## config.mk

```make
export PLATFORM = sky130hd
export DESIGN_NAME = alu_req_scheduler
export DESIGN_NICKNAME = d
export VERILOG_FILES = /design/src/rtl/alu_req_scheduler_pkg.sv /design/src/rtl/alu_req_scheduler_rr_arbiter.sv /design/src/rtl/alu_req_scheduler.sv
export SDC_FILE = /design/constraint.sdc
export NUM_CORES = 1
export LEC_CHECK = 0
export ABC_AREA = 1
export CAP_MARGIN = 5
export CELL_PAD_IN_SITES_DETAIL_PLACEMENT = 2
export CELL_PAD_IN_SITES_GLOBAL_PLACEMENT = 2
export CORE_UTILIZATION = 21
export CTS_BUF_LIST = sky130_fd_sc_hd__clkbuf_8 sky130_fd_sc_hd__clkbuf_16
export CTS_CLUSTER_DIAMETER = 80
export CTS_CLUSTER_SIZE = 40
export DETAILED_ROUTE_END_ITERATION = 7
export PLACE_DENSITY = 0.81
export SLEW_MARGIN = 20
export SYNTH_ARGS = -nofsm -noshare
export SYNTH_HDL_FRONTEND = slang
export SYNTH_SLANG_ARGS = --single-unit
```

## constraint.sdc

```tcl
create_clock -name clk -period 1.23 [get_ports clk]
set_input_delay 0.3075 -clock clk [delete_from_list [all_inputs] [get_ports clk]]
set_output_delay 0.3075 -clock clk [all_outputs]
set_load 0.05 [all_outputs]
```

## src/rtl/alu_req_scheduler_pkg.sv

```systemverilog
// Shared types and constants for the ALU request scheduler.
package alu_req_scheduler_pkg;

  localparam int DATA_WIDTH_D   = 8;
  localparam int OPCODE_WIDTH_D = 4;
  localparam int FLAGS_W        = 4;

  // Bit positions of the ALU flags inside the 4-bit flag vector.
  localparam int FLAG_C = 3;
  localparam int FLAG_Z = 2;
  localparam int FLAG_P = 1;
  localparam int FLAG_V = 0;

  typedef enum logic [1:0] {
    IDLE = 2'd0,
    EXEC = 2'd1,
    RESP = 2'd2
  } state_t;

  // Successor of requester index i in a ring of n requesters.
  function automatic int next_idx(input int i, input int n);
    return (i + 1 >= n) ? 0 : i + 1;
  endfunction

endpackage

```

## src/rtl/alu_req_scheduler_rr_arbiter.sv

```systemverilog
// Round-robin arbiter: grants the first requester at or after ptr, wrapping.
module rr_arbiter #(
  parameter int NUM_REQ = 2,
  parameter int ID_W    = $clog2(NUM_REQ)
) (
  input  logic [NUM_REQ-1:0] req,
  input  logic [ID_W-1:0]    ptr,
  input  logic               en,
  output logic [NUM_REQ-1:0] grant,
  output logic [ID_W-1:0]    grant_idx
);

  // Scan NUM_REQ slots starting at ptr; the first valid one wins.
  always_comb begin
    logic found;
    int   j;
    grant     = '0;
    grant_idx = '0;
    found     = 1'b0;
    j         = 0;
    for (int k = 0; k < NUM_REQ; k++) begin
      j = int'(ptr) + k;
      if (j >= NUM_REQ) j = j - NUM_REQ;
      if (en && !found && req[j]) begin
        found     = 1'b1;
        grant[j]  = 1'b1;
        grant_idx = ID_W'(j);
      end
    end
  end

endmodule

```

## src/rtl/alu_req_scheduler.sv

```systemverilog
// Time-shares one combinational ALU between NUM_REQ requesters.
// A granted request is registered onto the ALU inputs, the result is captured
// one cycle later and returned on a valid/ready channel tagged with its ID.
module alu_req_scheduler
  import alu_req_scheduler_pkg::*;
#(
  parameter  int NUM_REQ      = 2,
  parameter  int DATA_WIDTH   = DATA_WIDTH_D,
  parameter  int OPCODE_WIDTH = OPCODE_WIDTH_D,
  localparam int ID_W         = $clog2(NUM_REQ)
) (
  input  logic                                   clk,
  input  logic                                   rst_n,
  input  logic [NUM_REQ-1:0]                     req_valid,
  output logic [NUM_REQ-1:0]                     req_ready,
  input  logic [NUM_REQ-1:0][DATA_WIDTH-1:0]     req_A,
  input  logic [NUM_REQ-1:0][DATA_WIDTH-1:0]     req_B,
  input  logic [NUM_REQ-1:0][OPCODE_WIDTH-1:0]   req_opcode,
  output logic                                   rsp_valid,
  input  logic                                   rsp_ready,
  output logic [ID_W-1:0]                        rsp_id,
  output logic [DATA_WIDTH-1:0]                  rsp_result,
  output logic [FLAGS_W-1:0]                     rsp_flags,
  output logic [DATA_WIDTH-1:0]                  alu_A,
  output logic [DATA_WIDTH-1:0]                  alu_B,
  output logic [OPCODE_WIDTH-1:0]                alu_opcode,
  input  logic [DATA_WIDTH-1:0]                  alu_result,
  input  logic [FLAGS_W-1:0]                     alu_flags,
  output logic [15:0]                            op_count
);

  state_t              state, state_nxt;
  logic [ID_W-1:0]     ptr;
  logic [NUM_REQ-1:0]  grant;
  logic [ID_W-1:0]     gidx;
  logic                accept;

  rr_arbiter #(.NUM_REQ(NUM_REQ), .ID_W(ID_W)) u_arb (
    .req       (req_valid),
    .ptr       (ptr),
    .en        (state == IDLE),
    .grant     (grant),
    .grant_idx (gidx)
  );

  // Grant is already gated by IDLE and by req_valid, so any grant bit is an accept.
  assign req_ready = grant;
  assign accept    = |grant;

  // State register.
  always_ff @(posedge clk or negedge rst_n) begin
    if (!rst_n) state <= IDLE;
    else        state <= state_nxt;
  end

  // Next-state: IDLE -> EXEC on accept, EXEC -> RESP always, RESP -> IDLE on handshake.
  always_comb begin
    state_nxt = state;
    case (state)
      IDLE:    if (accept)    state_nxt = EXEC;
      EXEC:                   state_nxt = RESP;
      RESP:    if (rsp_ready) state_nxt = IDLE;
      default:                state_nxt = IDLE;
    endcase
  end

  // Datapath: latch winner operands, capture ALU output, retire response.
  always_ff @(posedge clk or negedge rst_n) begin
    if (!rst_n) begin
      ptr        <= '0;
      alu_A      <= '0;
      alu_B      <= '0;
      alu_opcode <= '0;
      rsp_id     <= '0;
      rsp_valid  <= 1'b0;
      rsp_result <= '0;
      rsp_flags  <= '0;
      op_count   <= '0;
    end else begin
      case (state)
        IDLE: if (accept) begin
          alu_A      <= req_A[gidx];
          alu_B      <= req_B[gidx];
          alu_opcode <= req_opcode[gidx];
          rsp_id     <= gidx;
        end
        EXEC: begin
          rsp_result <= alu_result;
          rsp_flags  <= {alu_flags[FLAG_C], alu_flags[FLAG_Z],
                         alu_flags[FLAG_P], alu_flags[FLAG_V]};
          rsp_valid  <= 1'b1;
        end
        RESP: if (rsp_ready) begin
          rsp_valid <= 1'b0;
          op_count  <= op_count + 16'd1;
          // Pointer moves past the requester just served.
          ptr       <= ID_W'(next_idx(int'(rsp_id), NUM_REQ));
        end
        default: ;
      endcase
    end
  end

endmodule
```

==> results of run 1 <==
kinds of logic (layout without fill, tap and decap cells):
kind of cell               Yosys count  in the layout  share of synthesized area [%]
AOI/OAI and AO/OA                   24             24                           6.89
and+or+nand+nor                    120            120                           19.8
buffers and inverters               49            224                           8.36
muxes                               13             13                           7.15
xor gates and xnor gates            10             10                           3.55
DFF                                 53             53                           53.7
adders and majority gates            1              1                          0.507
stage by stage:
stage / hold WS (ns) / instance area (um^2) / instances
floorplan: 0.0119 / 2500 / 270
global placement: 0.244 / 4500 / 542
detailed placement: 0.254 / 4500 / 542
CTS: 0.481 / 5140 / 577
global route: 0.506 / 5250 / 588
finish: 0.466 / 5250 / 588
worst paths after layout:
path                            cells past startpoint                   endpoint
worst max-delay path                                4               req_ready[0]
max in group asynchronous                           3    op_count[7]$_DFFE_PN0P_
worst max register to register                      6  rsp_result[7]$_DFFE_PN0P_
worst min-delay path                                2   op_count[11]$_DFFE_PN0P_
worst min register to register                      1            ptr$_DFFE_PN0P_
min in group clk                                    1            ptr$_DFFE_PN0P_
per-layer routing:
layer,global-route usage (%),vias to the layer above,routed length [um]
met2,32.3,86,5760
met3,3.73,15,461
met4,3.56,0,208
met1,17.0,1311,3650
li1,-,1205,-
met5,0,-,0
area by class of cell:
type                    count  share of cell area [%]
repair buffers            177                    44.6
flip-flops and latches     53                    25.6
multi-input cells         168                    20.7
well taps                 143                    3.41
inverters                  39                    2.98
clock buffers               6                    2.65
clock inverters             2                   0.143
where the power goes:
group | switching [W] | internal (W) | leakage [nW]
Sequential | 0.000774 | 0.00246 | 0.612
Clock | 0.000629 | 0.000798 | 0.0795
Combinational | 0.00434 | 0.00451 | 1.81
Total | 0.00574 | 0.00777 | 2.50
cells in the final DEF, fill, tap and decap left out, types with 4 or more instances in the layout:
master | netlist | layout
nor2_4 | 1 | 4
clkdlybuf4s50_1 | 0 | 52
mux2_2 | 5 | 5
dfrtp_1 | 53 | 40
nand4_1 | 6 | 6
nor2_1 | 14 | 11
nand2_2 | 0 | 16
nand2_1 | 87 | 69
xor2_1 | 7 | 7
o211ai_1 | 20 | 20
buf_4 | 0 | 31
dfrtp_2 | 0 | 13
clkbuf_16 | 0 | 5
buf_12 | 0 | 57
inv_1 | 39 | 37
buf_6 | 2 | 26
mux2_4 | 8 | 8
repair_timing:
action                                 4_1_cts  5_1_grt
endpoints found under the hold margin       12        0
setup endpoints to repair                   61       65
hold buffers                                 1        0
buffers inserted                            23       15
pin swaps                                   30       20
gates resized for setup                     68       19
cloned                                       6        0
state kept, by name, indices dropped and copies added (netlist names):
register	cells
alu_A	8
state	2
rsp_id	1
rsp_valid	1
ptr	1
alu_opcode	4
rsp_flags	4
rsp_result	8
op_count	16
alu_B	8
==> impl_metrics.csv, run 1 <==
group,metric,value,unit
outcome,status,"finished with violations",
outcome,violations,"negative setup slack",
critical_path,cp.required,0.92,ns
logic_synthesis,synth_seq_cells,53,
final_layout,nFillCells,1196,
final_layout,antenna-diode-count,0,
critical_path,critPathMaxStageDelay,0.42,ns
logic_synthesis,ys_top_cells_by_area,"dfrtp_1, nand2_1, o211ai_1",
critical_path,path_cells,"nor2_4 > nand2_4 > a21oi_4 > buf_12",
logic_synthesis,synth_warnings,0,
critical_path,critPathMaxFanout,3,
placed_design,post-dp-hpwl,6.41,mm
sta,finalSetupViolCount,63,
critical_path,ff2ff_setup_slack,-0.32,ns
critical_path,crit_arrival,1.26,ns
placed_design,numPortBuffers,108,
critical_path,critical_path_class,"reg -> out",
sta,final.setup.worst_slack,-0.338,ns
final_layout,synthToLayoutAreaGrowth,113,%
logic_synthesis,async_flop_share,100,%
global_route,gr-total-overflow,0,
logic_synthesis,syn-instance-count,270,
placed_design,place.gp.congestion,0.727,
detailed_routing,dr.pass1.iters,4,
sta,worstMarginPinSlew,0.458,ns
critical_path,crit_buf_inv,1,
floorplanning,die_w,110,um
pwr,irDropWorstVdd,1.62,mV
global_route,grt_pass1_vias,2988,
final_layout,final-seq-area,1340,um^2
cts,clock_path_buffers,2,
logic_synthesis,synthesis.area,2470,um^2
pwr,p_per_area,2580,nW/um^2
critical_path,cp_slowest_cell,"dfrtp_1",
floorplanning,pin_count,109,
cts,cts_root_buffer,"clkbuf_16",
sta,slew_headroom,69.3,%
cts,clk_pin_slew,0.07,ns
sta,finalSetupTns,-13.12,ns
logic_synthesis,yosysTopAreaCell,"dfrtp_1",
final_layout,multi_input_area,1080,um^2
placed_design,place_ws,-0.472,ns
final_layout,final_util,45.9,%
flow_run,drv_cap,0,
logic_synthesis,synth_edf_count,0,
critical_path,crit_path_end_kind,"output port",
detailed_routing,vias,2617,
detailed_routing,drt_iter0_markers,35,
detailed_routing,routedWlPerCell,17.1,um
logic_synthesis,synth.distinct_cells,21,
pwr,total_power,0.0135,W
detailed_routing,wl,10.1,mm
final_layout,drive_above_1_share,42.2,%
critical_path,crit_family,"flip-flops",
detailed_routing,ant_nets,0,
floorplanning,die_area,12200,um^2
cts,cts.sinks,53,
floorplanning,rows,39,
detailed_routing,viasPerCell,4.45,
sta,post-route-period-util,127,%
cts,cts-htree-levels,2,
cts,numCtsBuffers,5,
global_route,grt_max_degree,22,
sta,rsz0062_at_grt,"yes",
cts,cts_tree,"done",
floorplanning,core_area,11400,um^2
logic_synthesis,syn-num-nets,328,
sta,hold_viol,0,
sta,min_period,1.57,ns
sta,slew_viol_final,0,
final_layout,final_nets,502,
logic_synthesis,yosysSeqAreaShare,53.7,%
logic_synthesis,synthFlopType,"dfrtp_1",
sta,fin_skew,0.00650,ns
sta,clock.fmax,638,MHz
floorplanning,initial_core_util,21.6,%
hold_path,hp-class,"in -> async",
cts,clk_latency,0.29,ns
pwr,p_leak,2.50,nW
logic_synthesis,syn_area_per_cell,9.14,um^2
critical_path,r2r_start,"state[0]$_DFFE_PN0P_",
floorplanning,die_y,110,um
global_route,antenna_found_initial,0,
critical_path,crit_path_start,"state[0]$_DFFE_PN0P_",
critical_path,critPathLaunchType,"register",
logic_synthesis,yosysMostFrequentCell,"nand2_1",
global_route,grt_pass1_wl,15.6,mm
logic_synthesis,synth_common_cells,"nand2_1, dfrtp_1, inv_1",
global_route,globalRouteTotalUtil,16.2,%
detailed_routing,drcViolationCount,0,
logic_synthesis,synth_top_area_share,53.7,%
(Power assumes the default switching activity.)
==> run 2: changes to the inputs <==
CORE_UTILIZATION = 25   (was 21)
PLACE_DENSITY = 0.9   (was 0.81)
clock period = 1.92 ns   (was 1.23 ns; I/O delays follow)
==> impl_metrics.csv, run 2 (synthesized netlist as in run 1, its figures left out) <==
group,metric,value,unit
outcome,status,"complete, no violations",
sta,rsz0062_at_grt,"no",
sta,slew_headroom,51.0,%
critical_path,critPathLaunchType,"register",
global_route,grtUsageMet1,17.0,%
critical_path,critical_path_class,"reg -> out",
global_route,gr-total-overflow,0,
critical_path,r2r_start,"state[1]$_DFFE_PN0P_",
cts,clk_latency,0.31,ns
detailed_routing,drcViolationCount,0,
critical_path,crit_arrival,1.33,ns
cts,clock_path_buffers,2,
final_layout,nFillCells,1050,
sta,holdWs,0.145,ns
cts,cts-htree-levels,2,
floorplanning,initial_core_util,26.2,%
cts,cts_tree,"done",
global_route,grt_pass1_vias,2610,
sta,min_period,1.81,ns
cts,postCtsSetupRepairBufs,0,
global_route,grt_pass1_wl,12.5,mm
detailed_routing,routedWlPerCell,15.3,um
detailed_routing,vias,2300,
sta,finalSetupViolCount,0,
flow_run,drv_cap,0,
placed_design,numPortBuffers,108,
sta,hold_viol,0,
final_layout,final_common_cell,"nand2_1",
global_route,antenna_found_initial,0,
cts,clk_pin_slew,0.11,ns
sta,worstMarginPinSlew,0.734,ns
sta,post-route-period-util,94.1,%
pwr,p_per_area,1650,nW/um^2
final_layout,final_util,39.6,%
sta,finalSetupTns,0,ns
pwr,irDropWorstVdd,0.648,mV
hold_path,hp-class,"in -> async",
final_layout,layout_common_cells,"nand2_1, buf_4, dfrtp_1, clkdlybuf4s50_1, inv_1",
floorplanning,rows,35,
final_layout,largest-register,"op_count",
detailed_routing,wl,7.85,mm
detailed_routing,drt_iter0_markers,28,
detailed_routing,viasPerCell,4.48,
detailed_routing,ant_nets,0,
final_layout,largest_reg_flops,16,
cts,cts_root_buffer,"clkbuf_8",
final_layout,drive_above_1_share,22.4,%
floorplanning,core_area,9420,um^2
detailed_routing,dr.pass1.iters,3,
global_route,globalRouteTotalUtil,15.7,%
global_route,gr-usage-met2,31.0,%
critical_path,crit_path_start,"state[1]$_DFFE_PN0P_",
pwr,total_power,0.00614,W
floorplanning,pin_count,109,
final_layout,antenna-diode-count,0,
sta,clock.fmax,553,MHz
cts,numCtsBuffers,5,
placed_design,post-dp-hpwl,6.01,mm
final_layout,final_nets,441,
critical_path,cp.required,1.44,ns
critical_path,critPathMaxFanout,5,
floorplanning,die_y,101,um
floorplanning,die_w,101,um
final_layout,synthToLayoutAreaGrowth,50.9,%
critical_path,crit_path_end_kind,"output port",
floorplanning,die_area,10300,um^2
global_route,top_usage_layer,"met2",
global_route,grt_max_degree,54,
placed_design,place.gp.congestion,0.717,
pwr,p_leak,1.87,nW
global_route,globalRouteMet3Util,3.17,%
sta,fin_skew,0.0111,ns
cts,cts.sinks,53,
sta,slew_viol_final,0,
-- run 2: changes by cell type in the layout (fill, tap and decap cells not counted), sizes merged --
cell	before	now
clkbuf	7	5
buf	120	61
clkdlybuf4s50	52	53
clkinv	2	0
dlygate4sd2	3	2
clkinvlp	0	2
dlygate4sd3	1	0
inv	39	40
-- run 2: layout make-up --
type | count | area [um^2] | share of cell area (%)
Inverter | 39 | 146 | 3.93
Tap cell | 129 | 161 | 4.33
Sequential cell | 53 | 1330 | 35.6
Clock buffer | 5 | 68.8 | 1.85
Clock inverter | 3 | 18.8 | 0.504
Timing Repair Buffer | 116 | 1050 | 28.3
Multi-Input combinational cell | 168 | 951 | 25.5
-- run 2: repair_timing --
item	CTS	global route
cloned	0	0
gates resized for setup	5	1
endpoints found under the setup margin	2	1
hold buffers	0	0
-- run 2: through the flow --
step,cell area [um^2],worst slack [ns],instances
2_1_floorplan,2470,0.0821,270
3_3_place_gp,3630,-0.0896,505
3_5_place_dp,3630,-0.164,505
4_1_cts,3720,0.0399,513
5_1_grt,3730,0.0275,513
6_report,3730,0.113,513
-- run 2: path summary, 6_finish.rpt --
kind / to / slack (ns) / cells past startpoint
min reg2reg: alu_A[5]$_DFFE_PN0P_ / 0.50 / 2
max: req_ready[1] / 0.11 / 4
min: op_count[11]$_DFFE_PN0P_ / 0.14 / 2
max reg2reg: alu_B[1]$_DFFE_PN0P_ / 0.33 / 5
max in group asynchronous: alu_A[2]$_DFFE_PN0P_ / 1.52 / 2
min in group clk: alu_A[5]$_DFFE_PN0P_ / 0.50 / 2
-- run 2: layer usage --
metal  vias up  wire length, um
met4         0               57
met5         -                0
li1       1077                -
met1      1146             3130
met3         5              407
met2        72             4260
-- run 2: power breakdown --
| group | internal (W) | switching [W] | leakage, nW | total [W] |
|---|---|---|---|---|
| registers | 0.00156 | 0.000337 | 0.628 | 0.00190 |
| logic | 0.00122 | 0.00238 | 1.20 | 0.00360 |
| clock network | 0.000253 | 0.000392 | 0.0416 | 0.000645 |
-- run 2: worst max-delay path, cell delays in order, from the launching register on --
cell and delay (ns):
dfrtp_1 0.46, nor2_4 0.15, nand3_1 0.13, inv_2 0.13
buf_12 0.15
